<file path="config.mk">
export PLATFORM = sky130hd
export DESIGN_NAME = wb_cmd_initiator
export DESIGN_NICKNAME = d
export VERILOG_FILES = /design/src/rtl/wb_cmd_pkg.sv /design/src/rtl/wb_cmd_initiator.sv
export SDC_FILE = /design/constraint.sdc
export NUM_CORES = 1
export LEC_CHECK = 0
export BUFFER_PORTS_ARGS = -buffer_cell sky130_fd_sc_hd__clkbuf_2
export CORE_UTILIZATION = 40
export CTS_CLUSTER_DIAMETER = 80
export DETAILED_ROUTE_END_ITERATION = 12
export GPL_TIMING_DRIVEN = 0
export PLACE_DENSITY = 0.69
export SKIP_CTS_REPAIR_TIMING = 1
export SYNTH_ARGS = -nofsm -noshare
export SYNTH_HDL_FRONTEND = slang
export SYNTH_SLANG_ARGS = --single-unit
</file>
<file path="constraint.sdc">
create_clock -name wb_clk_i -period 2.1 [get_ports wb_clk_i]
set_clock_uncertainty 0.05 [all_clocks]
set_input_delay 0.42 -clock wb_clk_i [delete_from_list [all_inputs] [get_ports wb_clk_i]]
set_output_delay 0.42 -clock wb_clk_i [all_outputs]
set_load 0.02 [all_outputs]
</file>
<file path="src/rtl/wb_cmd_pkg.sv">
// Shared types for the Wishbone command initiator: FSM state encoding and
// the completion status recorded for each transfer.
package wb_cmd_pkg;

    typedef enum logic [1:0] {
        ST_IDLE = 2'd0,
        ST_BUS  = 2'd1,
        ST_RESP = 2'd2
    } state_t;

    typedef enum logic [1:0] {
        RSP_OK  = 2'd0,
        RSP_ERR = 2'd1,
        RSP_TMO = 2'd2
    } rsp_status_t;

endpackage

</file>
<file path="src/rtl/wb_cmd_initiator.sv">
// Wishbone classic single-transfer master: one command in, one WB cycle out,
// one response back. Handshakes follow valid/ready; a beat moves when both are high.
module wb_cmd_initiator
    import wb_cmd_pkg::*;
#(
    parameter int AW      = 32,
    parameter int DW      = 32,
    parameter int TMO_W   = 8,
    parameter int TMO_CYC = 255
) (
    input  logic            wb_clk_i,
    input  logic            wb_rst_i,
    input  logic            cmd_valid_i,
    output logic            cmd_ready_o,
    input  logic            cmd_we_i,
    input  logic [AW-1:0]   cmd_adr_i,
    input  logic [DW-1:0]   cmd_dat_i,
    input  logic [DW/8-1:0] cmd_sel_i,
    output logic            rsp_valid_o,
    input  logic            rsp_ready_i,
    output logic [DW-1:0]   rsp_dat_o,
    output logic            rsp_err_o,
    output logic            rsp_tmo_o,
    output logic            wbm_cyc_o,
    output logic            wbm_stb_o,
    output logic            wbm_we_o,
    output logic [DW/8-1:0] wbm_sel_o,
    output logic [AW-1:0]   wbm_adr_o,
    output logic [DW-1:0]   wbm_dat_o,
    input  logic [DW-1:0]   wbm_dat_i,
    input  logic            wbm_ack_i,
    input  logic            wbm_err_i,
    output logic            busy_o
);

    localparam logic [TMO_W-1:0] TMO_LAST = TMO_W'(TMO_CYC - 1);

    state_t            state, state_nxt;
    logic              in_idle, in_bus, in_resp;
    logic              tmo_hit, bus_done;

    logic              lat_we;
    logic [AW-1:0]     lat_adr;
    logic [DW-1:0]     lat_dat;
    logic [DW/8-1:0]   lat_sel;
    logic [TMO_W-1:0]  tmo_cnt;

    logic [DW-1:0]     rsp_dat;
    rsp_status_t       rsp_status;

    assign in_idle  = (state == ST_IDLE);
    assign in_bus   = (state == ST_BUS);
    assign in_resp  = (state == ST_RESP);
    assign tmo_hit  = (tmo_cnt == TMO_LAST);
    assign bus_done = wbm_ack_i | wbm_err_i | tmo_hit;

    always_ff @(posedge wb_clk_i) begin
        if (wb_rst_i) begin
            state <= ST_IDLE;
        end else begin
            state <= state_nxt;
        end
    end

    always_comb begin
        state_nxt = state;
        case (state)
            ST_IDLE: if (cmd_valid_i) state_nxt = ST_BUS;
            ST_BUS:  if (bus_done)    state_nxt = ST_RESP;
            ST_RESP: if (rsp_ready_i) state_nxt = ST_IDLE;
            default:                  state_nxt = ST_IDLE;
        endcase
    end

    // Command capture, timeout counting and response capture.
    always_ff @(posedge wb_clk_i) begin
        if (wb_rst_i) begin
            lat_we     <= 1'b0;
            lat_adr    <= '0;
            lat_dat    <= '0;
            lat_sel    <= '0;
            tmo_cnt    <= '0;
            rsp_dat    <= '0;
            rsp_status <= RSP_OK;
        end else if (in_idle && cmd_valid_i) begin
            lat_we  <= cmd_we_i;
            lat_adr <= cmd_adr_i;
            lat_dat <= cmd_dat_i;
            lat_sel <= cmd_sel_i;
            tmo_cnt <= '0;
        end else if (in_bus) begin
            // err beats ack, and either beats a timeout landing in the same cycle
            if (wbm_err_i) begin
                rsp_dat    <= '0;
                rsp_status <= RSP_ERR;
            end else if (wbm_ack_i) begin
                rsp_dat    <= lat_we ? '0 : wbm_dat_i;
                rsp_status <= RSP_OK;
            end else if (tmo_hit) begin
                rsp_dat    <= '0;
                rsp_status <= RSP_TMO;
            end else begin
                tmo_cnt <= tmo_cnt + 1'b1;
            end
        end
    end

    assign cmd_ready_o = in_idle;
    assign busy_o      = !in_idle;

    assign wbm_cyc_o = in_bus;
    assign wbm_stb_o = in_bus;
    assign wbm_we_o  = in_bus & lat_we;
    assign wbm_sel_o = in_bus ? lat_sel : '0;
    assign wbm_adr_o = in_bus ? lat_adr : '0;
    assign wbm_dat_o = in_bus ? lat_dat : '0;

    assign rsp_valid_o = in_resp;
    assign rsp_dat_o   = in_resp ? rsp_dat : '0;
    assign rsp_err_o   = in_resp && (rsp_status == RSP_ERR);
    assign rsp_tmo_o   = in_resp && (rsp_status == RSP_TMO);

endmodule

</file>
==> impl_metrics.py <==
metrics = {
    "status": {
        "status": "finished clean",
    },
    "worst_hold_path": {
        "min_path_type": "in -> reg",
    },
    "routing": {
        "drtIter0Drc": 162,
        "vias_per_cell": 4.60,
        "wirelength_um": 13700,
        "wl_per_cell_um": 13.1,
        "antenna_left": 0,
        "dr.pass1.iters": 4,
        "via_count": 4798,
        "route.detailed.drc": 0,
    },
    "logic_synthesis": {
        "syn-instance-count": 624,
        "syn_area_um2": 5010,
        "syn_area_per_cell_um2": 8.03,
        "ys_seq_elements": 113,
        "yosysWarnings": 0,
        "synth_cell_types": 37,
        "synth_edf_count": 0,
        "synth_ff_type": "dfxtp_1",
        "ys_seq_area_share_pct": 45.1,
        "syn_nets": 733,
        "async_flop_share_pct": 0,
    },
    "placement": {
        "dp_hpwl_um": 9820,
        "gp_congestion": 0.758,
        "numPortBuffers": 213,
    },
    "timing": {
        "period_needed_ns": 2.03,
        "fmax_mhz": 491,
        "fin_crit_sh_pct": 96.9,
        "final_max_slew_viol_count": 0,
        "setup_violations": 0,
        "rsz0062_at_grt": "yes",
        "fin_setup_tns_ns": 0,
        "slew-limit-headroom_pct": 61.6,
        "hold_violations": 0,
        "tightest_slew_ns": 0.576,
    },
    "pwr": {
        "leakage_nw": 3.36,
        "total_power_w": 0.00565,
        "vdd_drop_max_mv": 0.542,
        "p_per_area_nw_per_um2": 804,
    },
    "setup_path": {
        "crit_slowest_cell": "dfxtp_2",
        "path_buf_inv": 3,
        "critical_path_class": "reg -> out",
        "crit_path_cell_trace": "nor2b_4 > buf_8 > buf_6 > and2_1 > clkbuf_2",
        "endpoint_kind": "primary output",
        "crit_family": "buffers and inverters",
        "crit_required_ns": 1.63,
        "arrival_ns": 1.56,
        "crit_path_max_fanout": 10,
        "slowest_delay_ns": 0.35,
        "cp-start-kind": "register",
        "reg2reg_slack_ns": 0.20,
    },
    "final_layout": {
        "mostFrequentLayoutCells": "clkbuf_2, nand2_1, dfxtp_1",
        "area_growth_pct": 40.2,
        "nets": 973,
        "layout_commonest_cell": "clkbuf_2",
        "drive_above_1_share_pct": 31.5,
        "antenna_cells": 0,
    },
    "cts": {
        "clk_latency_ns": 0.41,
        "ctsRootBufferMaster": "clkbuf_16",
        "path_clk_slew_ns": 0.05,
        "cts_buffers": 17,
        "htreeDepth": 4,
        "clockBufferDepth": 2,
        "tritoncts": "done",
        "clock-sinks": 113,
    },
    "grt": {
        "track_usage_pct": 21.6,
        "grt_start_max_net_pins": 17,
        "grt_pass1_vias": 4554,
        "grt_overflow": 0,
        "grt_pass1_wl_um": 21600,
        "antenna_found_initial": 0,
    },
    "floorplanning": {
        "die_y_um": 114,
        "dieArea_um2": 13000,
        "start_util_pct": 41.4,
        "io_pins": 215,
        "num_rows": 40,
        "die_w_um": 114,
        "core_area_um2": 12100,
    },
    "run": {
        "drv_cap": 0,
    },
}
## cells in the mapped netlist, types with 2 or more instances
master,count,area (um^2)
inv_1,4,15.0
clkbuf_1,39,146
or2_2,2,12.5
ha_1,2,25.0
dfxtp_1,113,2260
nand2_1,176,661
xor2_1,3,26.3
nand4_1,2,12.5
xnor2_1,2,17.5
nor2b_1,2,12.5
nand3_1,2,10.0
buf_2,3,15.0
a21oi_1,75,375
nor2_1,7,26.3
nand2b_1,32,200
mux2i_1,33,330
buf_6,3,33.8
o2111ai_1,2,17.5
and3b_1,2,17.5
and2_1,103,644
## per-stage QoR
step	area, um^2	hold WS, ns	util (%)	instances	setup WS [ns]
after CTS	6840	0.155	56.5	1036	-0.659
final	7030	0.175	58.0	1044	0.0651
after global placement	6290	0.387	51.9	1005	-0.209
after global routing	7030	0.161	58.0	1044	-0.0186
after detailed placement	6290	0.392	51.9	1005	-0.201
after floorplan	5010	0.382	-	624	0.137
## flip-flops by register name, summed over array words and instances (netlist names)
name,flops
lat_sel,4
lat_we,1
lat_dat,32
rsp_status,2
rsp_dat,32
lat_adr,32
state,2
tmo_cnt,8
## where the power goes
group	internal, W	leakage (nW)	switching [W]
Clock	0.00174	0.270	0.000938
Combinational	0.000288	2.17	0.000387
Sequential	0.00225	0.923	0.0000451
## cells by family after synthesis
kind of cell / synth area share [%]
DFF: 45.1
adders and majority gates: 0.499
muxes: 6.59
AOI/OAI and AO/OA: 8.99
xor gates and xnor gates: 0.874
buffers and inverters: 4.42
and+or+nand+nor: 33.5
## worst register-to-register path, delay by kind of cell, from the launching register on
| kind | cells | cell delay [ns] |
|---|---|---|
| AO/OA/AOI/OAI | 1 | 0.22 |
| AND/OR/NAND/NOR | 2 | 0.34 |
| buffers and inverters | 3 | 0.46 |
| multiplexers | 1 | 0.21 |
| adder cells (fa/ha/maj) | 1 | 0.19 |
| flip-flops | 1 | 0.36 |
## path summary, 6_finish.rpt
check,from,to,cells after the start
max,state[0]$_SDFFE_PP0P_,wbm_adr_o[7],5
min,cmd_dat_i[23],lat_dat[23]$_SDFFE_PP0P_,3
max reg2reg,tmo_cnt[0]$_SDFFE_PP0P_,rsp_dat[4]$_SDFFE_PP0P_,8
min reg2reg,lat_adr[9]$_SDFFE_PP0P_,lat_adr[9]$_SDFFE_PP0P_,2
## layer usage
metal,up-vias,part of all wire [%],global-route usage (%)
met1,2143,43,24.6
met2,170,47,35.6
met3,15,9.4,9.56
li1,2470,-,-
met4,0,1.2,8.05
met5,-,0,0
## layout make-up
cell class,instances,area [um^2]
inverter,4,15.0
clock inverter,5,52.6
multi-input combinational,460,2540
fill,1212,5080
clock buffer,26,499
buffer,47,293
timing repair buffer,221,1150
sequential,113,2270
tap,168,210
(Power assumes the default switching activity.)
